===== src/rtl/change_dispenser_pkg.sv =====
// Shared coin codes, coin values and payout FSM states
// for the change dispenser and its timer.
package change_dispenser_pkg;

  localparam logic [1:0] COIN_10C = 2'b00;
  localparam logic [1:0] COIN_20C = 2'b01;
  localparam logic [1:0] COIN_50C = 2'b10;

  localparam int VAL_10C = 10;
  localparam int VAL_20C = 20;
  localparam int VAL_50C = 50;

  typedef enum logic [2:0] {
    ST_IDLE,
    ST_PICK,
    ST_EJECT,
    ST_GAP,
    ST_DONE
  } chg_state_e;

endpackage


===== src/rtl/change_dispenser_timer.sv =====
// Loadable down-counter with zero flag; times eject and gap.
// Ports: clk, reset, load_i, val_i, zero_o.
module change_dispenser_timer #(
  parameter int W = 8
) (
  input  logic         clk,
  input  logic         reset,
  input  logic         load_i,
  input  logic [W-1:0] val_i,
  output logic         zero_o
);

  logic [W-1:0] cnt_q;

  always_ff @(posedge clk) begin
    if (reset) begin
      cnt_q <= '0;
    end else if (load_i) begin
      cnt_q <= val_i;
    end else if (cnt_q != '0) begin
      cnt_q <= cnt_q - 1'b1;
    end
  end

  assign zero_o = (cnt_q == '0);

endmodule


===== src/rtl/change_dispenser.sv =====
// Greedy coin payout from 10c/20c/50c tubes with inventory.
// Ports: request handshake, refill, eject drive, status, counts.
module change_dispenser
  import change_dispenser_pkg::*;
#(
  parameter int AMT_W        = 8,
  parameter int EJECT_CYCLES = 2,
  parameter int GAP_CYCLES   = 1,
  parameter int INIT_10C     = 8,
  parameter int INIT_20C     = 8,
  parameter int INIT_50C     = 4
) (
  input  logic             clk,
  input  logic             reset,
  input  logic             req_valid,
  output logic             req_ready,
  input  logic [AMT_W-1:0] req_amount,
  input  logic             refill,
  output logic             eject,
  output logic [1:0]       eject_coin,
  output logic             busy,
  output logic             done,
  output logic             short,
  output logic [AMT_W-1:0] remainder,
  output logic [7:0]       cnt_10c,
  output logic [7:0]       cnt_20c,
  output logic [7:0]       cnt_50c
);

  localparam int TMR_W = 8;
  localparam logic [AMT_W-1:0] V10 = AMT_W'(VAL_10C);
  localparam logic [AMT_W-1:0] V20 = AMT_W'(VAL_20C);
  localparam logic [AMT_W-1:0] V50 = AMT_W'(VAL_50C);

  chg_state_e       state_q, state_d;
  logic [AMT_W-1:0] rem_q, rem_d;
  logic [AMT_W-1:0] remainder_q, remainder_d;
  logic [1:0]       coin_q, coin_d;
  logic [7:0]       c10_q, c10_d;
  logic [7:0]       c20_q, c20_d;
  logic [7:0]       c50_q, c50_d;
  logic             eject_q, eject_d;
  logic [1:0]       ecoin_q, ecoin_d;
  logic             done_q, done_d;
  logic             short_q, short_d;

  logic             tmr_load;
  logic [TMR_W-1:0] tmr_val;
  logic             tmr_zero;

  logic [AMT_W-1:0] resid;
  logic             fit50, fit20, fit10;
  logic             take50, take20, take10;

  assign resid = req_amount % V10;

  assign fit50 = (rem_q >= V50) && (c50_q != 8'd0);
  assign fit20 = (rem_q >= V20) && (c20_q != 8'd0);
  assign fit10 = (rem_q >= V10) && (c10_q != 8'd0);

  // One-hot greedy choice, largest coin first
  assign take50 = fit50;
  assign take20 = !fit50 && fit20;
  assign take10 = !fit50 && !fit20 && fit10;

  change_dispenser_timer #(.W(TMR_W)) u_tmr (
    .clk    (clk),
    .reset  (reset),
    .load_i (tmr_load),
    .val_i  (tmr_val),
    .zero_o (tmr_zero)
  );

  always_comb begin
    state_d     = state_q;
    rem_d       = rem_q;
    remainder_d = remainder_q;
    coin_d      = coin_q;
    c10_d       = c10_q;
    c20_d       = c20_q;
    c50_d       = c50_q;
    tmr_load    = 1'b0;
    tmr_val     = '0;
    done_d      = 1'b0;
    short_d     = 1'b0;
    // Outputs are registered from the current state
    eject_d     = (state_q == ST_EJECT);
    ecoin_d     = eject_d ? coin_q : 2'b00;

    unique case (state_q)
      ST_IDLE: begin
        if (req_valid) begin
          state_d     = ST_PICK;
          rem_d       = req_amount - resid;
          remainder_d = resid;
        end else if (refill) begin
          c10_d = 8'(INIT_10C);
          c20_d = 8'(INIT_20C);
          c50_d = 8'(INIT_50C);
        end
      end
      ST_PICK: begin
        state_d  = ST_EJECT;
        tmr_load = 1'b1;
        tmr_val  = TMR_W'(EJECT_CYCLES - 1);
        unique case (1'b1)
          take50: begin
            c50_d  = c50_q - 8'd1;
            rem_d  = rem_q - V50;
            coin_d = COIN_50C;
          end
          take20: begin
            c20_d  = c20_q - 8'd1;
            rem_d  = rem_q - V20;
            coin_d = COIN_20C;
          end
          take10: begin
            c10_d  = c10_q - 8'd1;
            rem_d  = rem_q - V10;
            coin_d = COIN_10C;
          end
          default: begin
            state_d  = ST_DONE;
            tmr_load = 1'b0;
          end
        endcase
      end
      ST_EJECT: begin
        if (tmr_zero) begin
          state_d  = ST_GAP;
          tmr_load = 1'b1;
          tmr_val  = TMR_W'(GAP_CYCLES - 1);
        end
      end
      ST_GAP: begin
        if (tmr_zero) state_d = ST_PICK;
      end
      ST_DONE: begin
        remainder_d = remainder_q + rem_q;
        done_d      = 1'b1;
        short_d     = (remainder_d != '0);
        state_d     = ST_IDLE;
      end
      default: state_d = ST_IDLE;
    endcase
  end

  always_ff @(posedge clk) begin
    if (reset) begin
      state_q     <= ST_IDLE;
      rem_q       <= '0;
      remainder_q <= '0;
      coin_q      <= 2'b00;
      c10_q       <= 8'(INIT_10C);
      c20_q       <= 8'(INIT_20C);
      c50_q       <= 8'(INIT_50C);
      eject_q     <= 1'b0;
      ecoin_q     <= 2'b00;
      done_q      <= 1'b0;
      short_q     <= 1'b0;
    end else begin
      state_q     <= state_d;
      rem_q       <= rem_d;
      remainder_q <= remainder_d;
      coin_q      <= coin_d;
      c10_q       <= c10_d;
      c20_q       <= c20_d;
      c50_q       <= c50_d;
      eject_q     <= eject_d;
      ecoin_q     <= ecoin_d;
      done_q      <= done_d;
      short_q     <= short_d;
    end
  end

  assign req_ready  = (state_q == ST_IDLE);
  assign busy       = (state_q != ST_IDLE);
  assign eject      = eject_q;
  assign eject_coin = ecoin_q;
  assign done       = done_q;
  assign short      = short_q;
  assign remainder  = remainder_q;
  assign cnt_10c    = c10_q;
  assign cnt_20c    = c20_q;
  assign cnt_50c    = c50_q;

endmodule

===== config.mk =====
export PLATFORM = sky130hd
export DESIGN_NAME = change_dispenser
export DESIGN_NICKNAME = d
export VERILOG_FILES = /design/src/rtl/change_dispenser_pkg.sv /design/src/rtl/change_dispenser_timer.sv /design/src/rtl/change_dispenser.sv
export SDC_FILE = /design/constraint.sdc
export NUM_CORES = 1
export LEC_CHECK = 0
export BUFFER_PORTS_ARGS = -buffer_cell sky130_fd_sc_hd__buf_2
export CORE_ASPECT_RATIO = 0.5
export CORE_MARGIN = 5
export CORE_UTILIZATION = 55
export DETAILED_ROUTE_END_ITERATION = 8
export PLACE_DENSITY = 0.87
export SLEW_MARGIN = 20
export SYNTH_ARGS = -nofsm -noshare
export SYNTH_HDL_FRONTEND = slang
export SYNTH_SLANG_ARGS = --single-unit

===== constraint.sdc =====
create_clock -name clk -period 6.7 [get_ports clk]
set_input_delay 0.67 -clock clk [delete_from_list [all_inputs] [get_ports clk]]
set_output_delay 0.67 -clock clk [all_outputs]
set_load 0.01 [all_outputs]

==> impl_summary.log <==
INFO  metric grt-ovfl-total = 0
INFO  metric power.density = 409 mW/mm2
INFO  metric global_route_wire_length_before_repair = 14.9 mm
INFO  metric routedWlPerCell = 14.1 um
INFO  metric fill_cell_total_of_the_finished_layout = 572
INFO  metric dr_total_vias = 3,616
INFO  metric layout-drive-gt1-share = 13.3%
INFO  metric grt_antenna_before_repair = 0
INFO  metric total_half_perimeter_wirelength_after_legalization_and_detailed_placement = 6.28 mm
INFO  metric synthesis.area_per_instance = 7.76 um2
INFO  metric dieArea = 0.00882 mm2
INFO  metric design.core.area = 0.00673 mm2
INFO  metric cp_data_arrival_time = 3950 ps
INFO  metric post-place-ws = 2680 ps
INFO  metric detailedRoute.firstIterationViolations = 328
INFO  metric cts.reportedPaths.clkPinSlew = 50 ps
INFO  metric ys_types = 62
INFO  metric leakagePower = 1.83 nW
INFO  metric power.total = 1.78 mW
INFO  metric flow.area_growth_from_synthesis = 13.9%
INFO  metric worst_hold_path.num_cells = 1
INFO  metric startpoint_type = input pin
INFO  metric layout_setup_ws = 2970 ps
INFO  metric fmax = 0.268 GHz
INFO  metric place_area = 0.00408 mm2
INFO  metric per_cell_via_count_in_the_routed_design = 5.77
INFO  metric worst_hold_path.endpoint = eject_coin[0]
INFO  metric die_width = 128 um
INFO  metric rrSetupSlack = 3090 ps
INFO  metric timing.rr.start = rem_q[3]
INFO  metric final.setup.tns = 0 ps
INFO  metric antennaDiodeCount = 0
INFO  metric status = finished clean
INFO  metric synth_edf_count = 0
INFO  metric drt_wl_total = 8.86 mm
INFO  metric tritoncts.num_buffers = 9
INFO  metric timing.critical_path.fanout_max = 14
INFO  metric hold_violations = 0
INFO  metric gr-max-usage-layer = met2
INFO  metric yosys_warnings = 0
INFO  metric cts_resized = 0
INFO  metric syn_nets = 530
INFO  metric tritoncts = done
INFO  metric grt_start_max_net_pins = 33
INFO  metric clk_latency = 330 ps
INFO  metric use_met3 = 4.77%
INFO  metric worst_ir_drop_vdd = 0.000191 V
INFO  metric detailed_router_iteration_count_before_antenna_repair = 6
INFO  metric setup.worst_path.class = input pin to register
INFO  metric critical-path-max-stage-delay = 460 ps
INFO  metric timing.rr.end = rem_q[7]
INFO  metric max_cap_violations = 0
INFO  metric clock-root-buffer = sky130_fd_sc_hd__clkbuf_16
INFO  metric worst_hold_margin = 456 ps
INFO  metric boundaryPins = 51
INFO  metric setup-violations-final = 0
INFO  metric die_h = 69.0 um
INFO  metric holdCritPathClass = register to register
INFO  metric timing_worst_slew_pin_value = 731 ps
INFO  metric met2_usage = 34.9%
INFO  metric drc = 0
INFO  metric cts_htree_levels = 3
INFO  metric shortest_clock_period_the_worst_path_allows_after_layout = 3730 ps
INFO  metric postSynthRegisterBits = 57
INFO  metric critical_path_endpoint_category = register
INFO  metric dp.cells = 611
INFO  metric synth.yosys.seq_area_share = 29.8%
INFO  metric most-common-layout-cells = sky130_fd_sc_hd__nor2_1, sky130_fd_sc_hd__dfxtp_1, sky130_fd_sc_hd__buf_2
INFO  metric crit_path_cell_trace = buf_2 > or3_1 > o21ai_0 > o221ai_1 > nand2_1 > a21oi_1 > or3_1 > ha_1 > xor2_1 > o21ai_0 > nand2b_1 > maj3_1 > nor3_1 > or4b_1 > and3_1
INFO  metric final_max_tran_viols = 0
INFO  metric gr-usage-all-layers = 21.0%
INFO  metric postSynth.topFlopCell = sky130_fd_sc_hd__dfxtp_1
INFO  metric path_buf_inv = 1
INFO  metric cts.hold.buffers_added = 0
INFO  metric holdCritStartpoint = coin_q[0]
INFO  metric fin_worst_skew = 5.60 ps
INFO  metric floorplan.rows = 21
INFO  metric postRouteAntennaNets = 0
INFO  metric layout_commonest_cell = sky130_fd_sc_hd__nor2_1
INFO  metric period_share = 55.6%
INFO  metric final_cell_count_no_fill = 627
INFO  metric grt_setup_unrepaired = false
INFO  metric place_congestion = 0.895
INFO  metric r2r.worst_path.cells = 10
INFO  metric grt_util_met1 = 26.8%
INFO  metric cell_type_group_with_the_largest_total_delay_on_the_critical_path = simple AND/OR/NAND/NOR gates
INFO  metric number_of_global_route_vias_before_repair = 3,193
INFO  metric cts_num_sinks = 57
INFO  metric critical_path.slowest_cell = sky130_fd_sc_hd__or4b_1
INFO  metric asyncSetResetFlopFracSynth = 0%
INFO  metric post_synth_instance_area = 0.00382 mm2
INFO  metric initial_core_util = 56.9%
INFO  metric layout.cell_area.non_filler = 0.00436 mm2
INFO  metric port_buffers = 50
INFO  metric post_cts_setup_buffer_count = 0
INFO  metric nets = 567
INFO  metric crit_required = 6920 ps
INFO  metric slew_headroom = 51.0%
INFO  metric number_of_buffers_on_the_longest_clock_path = 2
INFO  metric netlist_instances = 493
INFO  metric post_layout_util = 64.8%
Yosys cell counts, drive strengths merged (4+ instances only):
cell     number  area [um2]
nor2         70         265
dfxtp        57        1140
nand2        46         173
a21oi        31         155
ha           25         313
o21ai        23         115
nor3         22         115
xnor2        22         193
xor2         22         193
inv          20        75.1
clkbuf       14        52.6
nand3        12        60.1
buf          10        57.6
a211oi        8        60.1
a31oi         7        43.8
nand2b        7        43.8
and2          6        37.5
nor4          6        43.8
and3          5        31.3
nand3b        5        37.5
nor2b         5        31.3
nor3b         5        37.5
o211ai        5        37.5
a2bb2oi       4        47.6
or3           4        25.0
cells by family after synthesis:
| kind of cell | after synthesis | share of synthesized area [%] |
|---|---|---|
| other | 1 | 0.0980 |
| adder cells (fa/ha/maj) | 27 | 8.70 |
| AO/OA/AOI/OAI | 114 | 20.0 |
| flip-flops | 57 | 29.8 |
| multiplexers | 3 | 0.785 |
| AND/OR/NAND/NOR | 203 | 25.6 |
| buffers and inverters | 44 | 4.84 |
| XOR/XNOR | 44 | 10.1 |
metal layers:
metal	part of all wire, %	wire length [um]
met3	6.3	561
met5	0	0
met2	45	4020
met1	47	4120
met4	1.8	163
final cells by class:
cell class	instances	area (um2)	area share (%)
Clock buffer	14	264	6.06
Clock inverter	2	12.5	0.287
Inverter	20	75.1	1.72
Multi-Input combinational cell	392	2500	57.4
Sequential cell	57	1140	26.2
Tap cell	92	115	2.64
Timing Repair Buffer	50	250	5.74
report_power, final:
group	internal [mW]	total [mW]	switching, mW	leakage (nW)
Sequential	0.413	0.520	0.107	0.465
Combinational	0.337	0.843	0.506	1.23
Clock	0.269	0.419	0.149	0.133
Total	1.02	1.78	0.762	1.83
state kept, by name, indices dropped and copies added (netlist names):
register,flops
state_q,3
remainder,8
cnt_50c,8
u_tmr.cnt_q,8
coin_q,2
eject_coin,2
cnt_20c,8
short,1
eject,1
done,1
cnt_10c,8
rem_q,7
how the worst max path moves through the flow:
stage / from / endpoint / slack (ps) / cells past startpoint
detailed placement: req_amount[4] / rem_q[7] / 2680 / 15
floorplan: req_amount[3] / rem_q[7] / 3060 / 15
global route: req_amount[3] / rem_q[7] / 2750 / 15
finish: req_amount[4] / rem_q[7] / 2970 / 15
CTS: req_amount[4] / rem_q[7] / 3010 / 15
global placement: req_amount[3] / rem_q[7] / 2820 / 15
worst reg2reg max path: cells and delay by family, from the launching register on:
family	cells	cell delay, ps
compound gates	3	1120
simple gates	4	1330
buf+inv	2	250
fa+ha+maj	1	250
flops	1	560
No activity file was read; power rests on OpenSTA's default activity.
